## src/rtl/pipelined_add_sub.sv

```systemverilog
// pipelined_add_sub: chunked carry-pipelined adder/subtractor with valid/ready flow control and flags
// Ports: i_clock, i_reset (async, active-high); i_in_valid/o_in_ready with i_data_a, i_data_b,
// i_carry_in, i_sub form the input handshake; o_out_valid/i_out_ready with o_result, o_carry_out,
// o_overflow, o_zero form the output handshake.
module pipelined_add_sub #(
  parameter int NrOfBits   = 8,
  parameter int NrOfStages = 2
) (
  input  logic                i_clock,
  input  logic                i_reset,
  input  logic                i_in_valid,
  output logic                o_in_ready,
  input  logic [NrOfBits-1:0] i_data_a,
  input  logic [NrOfBits-1:0] i_data_b,
  input  logic                i_carry_in,
  input  logic                i_sub,
  output logic                o_out_valid,
  input  logic                i_out_ready,
  output logic [NrOfBits-1:0] o_result,
  output logic                o_carry_out,
  output logic                o_overflow,
  output logic                o_zero
);
  localparam int W = NrOfBits;
  localparam int S = NrOfStages;
  localparam int C = W / S;
  logic [S-1:0] r_v, r_c, r_s, w_ld, w_vi, w_ci, w_si;
  logic [W-1:0] r_a [S];
  logic [W-1:0] r_b [S];
  logic [W-1:0] r_r [S];
  logic [W-1:0] w_ai [S];
  logic [W-1:0] w_bi [S];
  logic [W-1:0] w_ri [S];
  logic [C:0]   w_sum [S];
  logic         w_go;
  // a stage loads when empty or when the stage after it loads; the last stage looks at the consumer
  always_comb begin
    w_ld = '0;
    w_go = i_out_ready;
    for (int k = S - 1; k >= 0; k--) begin
      w_go    = ~r_v[k] | w_go;
      w_ld[k] = w_go;
    end
  end
  assign o_in_ready = w_ld[0];
  // B is stored already inverted for subtraction so every stage is a plain adder
  for (genvar k = 0; k < S; k++) begin : g_st
    if (k == 0) begin : g_first
      assign w_vi[0] = i_in_valid;
      assign w_ai[0] = i_data_a;
      assign w_bi[0] = i_sub ? ~i_data_b : i_data_b;
      assign w_ri[0] = '0;
      assign w_ci[0] = i_carry_in ^ i_sub;
      assign w_si[0] = i_sub;
    end else begin : g_next
      assign w_vi[k] = r_v[k-1];
      assign w_ai[k] = r_a[k-1];
      assign w_bi[k] = r_b[k-1];
      assign w_ri[k] = r_r[k-1];
      assign w_ci[k] = r_c[k-1];
      assign w_si[k] = r_s[k-1];
    end
    assign w_sum[k] = {1'b0, w_ai[k][k*C +: C]} + {1'b0, w_bi[k][k*C +: C]} + {{C{1'b0}}, w_ci[k]};
  end
  always_ff @(posedge i_clock or posedge i_reset) begin
    if (i_reset) begin
      r_v <= '0;
      r_c <= '0;
      r_s <= '0;
      for (int k = 0; k < S; k++) begin
        r_a[k] <= '0;
        r_b[k] <= '0;
        r_r[k] <= '0;
      end
    end else begin
      for (int k = 0; k < S; k++) begin
        if (w_ld[k]) begin
          r_v[k]             <= w_vi[k];
          r_s[k]             <= w_si[k];
          r_c[k]             <= w_sum[k][C];
          r_a[k]             <= w_ai[k];
          r_b[k]             <= w_bi[k];
          r_r[k]             <= w_ri[k];
          r_r[k][k*C +: C]   <= w_sum[k][C-1:0];
        end
      end
    end
  end
  assign o_out_valid = r_v[S-1];
  assign o_result    = r_r[S-1];
  assign o_carry_out = r_c[S-1] ^ r_s[S-1];
  assign o_overflow  = (r_a[S-1][W-1] == r_b[S-1][W-1]) & (r_r[S-1][W-1] != r_a[S-1][W-1]);
  assign o_zero      = r_v[S-1] & ~|r_r[S-1];
endmodule

```

## config.mk

```make
export PLATFORM = sky130hd
export DESIGN_NAME = pipelined_add_sub
export DESIGN_NICKNAME = d
export VERILOG_FILES = /design/src/rtl/pipelined_add_sub.sv
export SDC_FILE = /design/constraint.sdc
export NUM_CORES = 1
export LEC_CHECK = 0
export ABC_CLOCK_PERIOD_IN_PS = 2200
export BUFFER_PORTS_ARGS = -buffer_cell sky130_fd_sc_hd__buf_2
export CORE_MARGIN = 3
export CORE_UTILIZATION = 40
export DETAILED_ROUTE_END_ITERATION = 16
export PLACE_DENSITY = 0.71
export SLEW_MARGIN = 15
export SYNTH_ARGS = -nofsm -noshare
export SYNTH_HDL_FRONTEND = slang
export SYNTH_SLANG_ARGS = --single-unit
```

## constraint.sdc

```tcl
create_clock -name i_clock -period 2.2 [get_ports i_clock]
set_clock_uncertainty 0.15 [all_clocks]
set_input_delay 0.44 -clock i_clock [delete_from_list [all_inputs] [get_ports i_clock]]
set_output_delay 0.44 -clock i_clock [all_outputs]
set_load 0.02 [all_outputs]
```

# Yosys cells after proc, flatten, opt, wreduce, memory -nomap -nowiden
# Index checks and enable logic that the tools add are counted.
[op_classes]
reduce_logical = 2
n_eq_ne = 2
muxes = 1
n_addsub = 4
bitwise_logic = 9
[ops]
columns = ["operator", "count"]
rows = [
  ["$add A4 B4 Y5", 2],
  ["$add A5 B1 Y5", 2],
  ["$mux W8", 1],
  ["$not A8 Y8", 1],
  ["$reduce_or A8 Y1", 1],
  ["$and A1 B1 Y1", 2],
  ["$not A1 Y1", 2],
  ["$or A1 B1 Y1", 2],
  ["$xor A1 B1 Y1", 2],
  ["$eq A1 B1 Y1", 1],
  ["$logic_not A1 Y1", 1],
  ["$ne A1 B1 Y1", 1],
]
[totals]
register_bits = 50

# Longest topological paths before layout
[depth]
depth_word = 4
mapped_depth = 7

# Worst setup path before layout
# Ideal clock, no wire load.
[synth_path]
path_kind = "input to register"
startpoint = "in i_sub"
endpoint = "reg r_c[0]"
slack_ns = -0.082
arrival_ns = 2.009
path_buffers = 1
path_stages = 7
path_cell_list = "buf_2 > xor2_1 > fa_1 > fa_1 > a21o_1 > a21oi_1 > a21oi_1"
[synth_between]
elab_chain_cells = 3
elab_cells_between_ends = 4
classes_between = "add/sub (2); mux (1); bitwise (1)"
[synth_rtl]
columns = ["element", "line_no", "text"]
rows = [
  ["from (decl)", "16", "input logic i_sub,"],
  ["$mux W8", "51", "assign w_bi[0] = i_sub ? ~i_data_b : i_data_b;"],
  ["$add A4 B4 Y5", "63", "assign w_sum[k] = {1'b0, w_ai[k][k*C +: C]} + {1'b0, w_bi[k][k*C +: C]} + {{C{1'b0}}, w_ci[k]};"],
  ["$add A5 B1 Y5 *", "63", ""],
  ["to (signal, indexed assignment)", "80", "r_c[k] <= w_sum[k][C];"],
  ["to (decl)", "27", "logic [S-1:0] r_v, r_c, r_s, w_ld, w_vi, w_ci, w_si;"],
]
# Mark *: on every way between the ends. The rest lies on a longest branch, timed or not.
# A chain may end at the register's enable or synchronous reset.

# Final worst setup path
[layout_path]
startpoint = "reg r_r, in the netlist o_result[7]"
endpoint = "out o_zero"
[layout_between]
elab_chain_cells = 3
[layout_rtl]
columns = ["element", "line_no", "text"]
rows = [
  ["from (decl)", "30", "logic [W-1:0] r_r [S];"],
  ["from (signal, indexed assignment)", "83", "r_r[k] <= w_ri[k];"],
  ["from (signal, indexed assignment)", "84", "r_r[k][k*C +: C] <= w_sum[k][C-1:0];"],
  ["$reduce_or A8 Y1", "93", "assign o_zero = r_v[S-1] & ~|r_r[S-1];"],
  ["$logic_not A1 Y1", "93", ""],
  ["$and A1 B1 Y1", "93", ""],
  ["to (decl)", "22", "output logic o_zero"],
]
# Every way passes these cells.

==> results.cfg <==
[layout]
area_delta_synth_final_pct = 13.51
diodes = 0
drive_gt1_share_pct = 23.56
final_cells = 237
finalNetCount = 225
fillers = 343

[synthesis]
yosysTopAreaCell = dfrtp_1
synthesis.nets = 196
synth_warnings = 0
async_reset_ff_share_pct = 100.0
syn_inst = 164
synth_most_common_cell = nand2_1
synth.top_cell.area_share_pct = 46.13
synthTopCellsByArea = dfrtp_1 (46%), nand2_1 (13%), fa_1 (5.3%), ha_1 (4.9%), buf_4 (4.4%)
synth_flop_cell = dfrtp_1
synth-edff-count = 0
synth_common_cells = nand2_1 (52), dfrtp_1 (28), buf_4 (9), o21ai_0 (9)
ys_types = 27
ys_ff_latch = 28
yosysSeqAreaShare_pct = 46.13
synth_area_per_cell_sq_um = 9.262
syn-cell-area_sq_um = 1519

[sta]
timing.hold.ws_ns = 0.06970
hold_violations = 0
tightestPinTransition_ns = 0.5224
slew_headroom_pct = 65.17
setup_viol = 0
report.final.slew_viol_count = 0
finalSetupTns_ns = 0
fin_crit_sh_pct = 93.59
rsz0062_at_grt = no
fmax_mhz = 485.7
period_minus_slack_ns = 2.059

[pwr]
post-layout-total-power_w = 0.001433
seq_power_share_pct = 49.1
ir_drop_uv = 321.0
p_leak_nw = 0.8854
p_int_w = 0.0009330
p_sw_w = 0.0005004
swShare_pct = 34.91
comb_power_share_pct = 32.3
clkPwrFrac_pct = 18.5
power_density_nw_per_um2 = 831.4

[routing]
drtIter0Drc = 45
route.detailed.drc = 0
vias = 1113
dr.pass1.iters = 4
routedWlPerCell_microns = 11.41
wl_microns = 2704
viasPerCell = 4.696
drtAntennaViolNets = 0

[floorplan]
rows = 21
floorplan.initialDensity_pct = 43.47
die_h_microns = 67.62
core-area_sq_um = 3495
die_w_microns = 67.62
dieArea_sq_um = 4572
pin_count = 35

[clock_network]
clk_latency_ns = 0.26
post_cts_buffers = 0
cts_resized = 0
clockBufferDepth = 2
numCtsBuffers = 3
clkTransAtPathRegs_ns = 0.09
root_buffer = clkbuf_8
cts_tree = built
ctsHoldBuffers = 0
cts.htree.levels = 1
cts_num_sinks = 28

[placed_design]
place_hpwl_microns = 2151
placedCellCount = 234
place_congestion = 0.7655
io_buffers = 34

[global_route]
grt-ovfl-total = 0
grt_usage_pct = 13.74
grt_pass1_vias = 1100
antenna_found_initial = 0
grt_pass1_wl_microns = 4747
grt_start_max_net_pins = 29

[critical_path]
r2r_start = r_c[0]
crit_arrival_ns = 1.47
critPathMaxStageDelay_ns = 0.43
crit_slowest_cell = dfrtp_1
crit_type = reg2out
crit_path_start_kind = flip-flop
worstPathCellList = nor4b_1 > nand2_1 > nor4_1 > buf_2
startpoint = o_result[7]
critical_path_required_ns = 1.61
worst-path-max-fanout = 5
cp-end-kind = output pin

[flow_run]
drv_cap = 0

[min_path]
worstHoldPathType = in2async

[status]
status = finished, final reports clean
## flip-flops by register name, summed over array words and instances, names as in the netlist
register,cells
r_c,2
r_r,4
r_a,5
r_b,5
r_s,2
r_v,2
o_result,8
## cells by family after synthesis
| group | synth area share (%) |
|---|---|
| XOR/XNOR | 6.343 |
| buffers and inverters | 8.649 |
| flip-flops | 46.13 |
| adder cells (fa/ha/maj) | 10.21 |
| AND/OR/NAND/NOR | 21.01 |
| AO/OA/AOI/OAI | 7.002 |
| multiplexers | 0.6590 |
## final timing paths
kind / endpoint / slack (ns) / cells after the start
max in group asynchronous: r_a[12] / 1.57 / 3
worst max-delay path: o_zero / 0.14 / 4
worst max register to register: o_result[5] / 0.45 / 4
worst min-delay path: r_r[8] / 0.07 / 3
worst min register to register: r_v[1] / 0.33 / 1
min in group i_clock: r_a[15] / 0.22 / 3
## placed cells by master (no fill, tap or decap)
| master | n |
|---|---|
| a211oi_1 | 1 |
| a21o_1 | 2 |
| a21oi_1 | 6 |
| and3b_1 | 1 |
| and4_1 | 1 |
| buf_2 | 34 |
| buf_4 | 4 |
| clkbuf_8 | 3 |
| dfrtp_1 | 28 |
| fa_1 | 2 |
| fa_2 | 2 |
| ha_1 | 6 |
| inv_1 | 7 |
| inv_4 | 1 |
| mux2i_1 | 1 |
| nand2_1 | 52 |
| nand2b_1 | 3 |
| nand3_1 | 2 |
| nor2_1 | 7 |
| nor2b_1 | 3 |
| nor3_2 | 1 |
| nor4_1 | 1 |
| nor4b_1 | 1 |
| o2111ai_1 | 1 |
| o21ai_0 | 9 |
| or4_1 | 1 |
| xnor2_1 | 4 |
| xor2_1 | 7 |
## power by group through the flow
stage | Clock, W | Combinational [W] | Sequential [W]
6_report | 0.000265 | 0.000464 | 0.000704
5_1_grt | 0.000296 | 0.000531 | 0.000724
4_1_cts | 0.000272 | 0.000472 | 0.000706
3_5_place_dp | 0 | 0.000470 | 0.000717
3_3_place_gp | 0 | 0.000460 | 0.000711
2_1_floorplan | 0 | 0.000397 | 0.000695
## final cells by class
type                    count  area [sq um]  area share [%]
repair buffers             38         200.2           11.61
clock buffers               3         41.29           2.395
well taps                  46         57.56           3.338
multi-input cells         114         691.9           40.13
flip-flops and latches     28         700.7           40.64
inverters                   8         32.53           1.887
## critical path, delay by kind of cell, from the launching register on
| kind | cells | cell delay [ns] |
|---|---|---|
| flops | 1 | 0.43 |
| simple gates | 3 | 0.57 |
| buf+inv | 1 | 0.21 |
## per-layer routing
metal  GRT usage [%]  up-vias  wire (microns)
met5               0        -               0
met4           5.316        0              41
met3           2.163        2             135
met2           23.09       33            1198
met1           17.59      510            1328
li1                -      568               -
## through the flow
step / setup WS (ns) / area [sq um] / util (%)
detailed placement: 0.02439 / 1683 / 48.16
global placement: 0.05974 / 1683 / 48.16
floorplan: 0.02231 / 1524 / -
finish: 0.1410 / 1724 / 49.34
CTS: 0.1098 / 1724 / 49.34
global route: 0.006130 / 1724 / 49.34
Note: power is estimated with default switching activity, not from simulation.
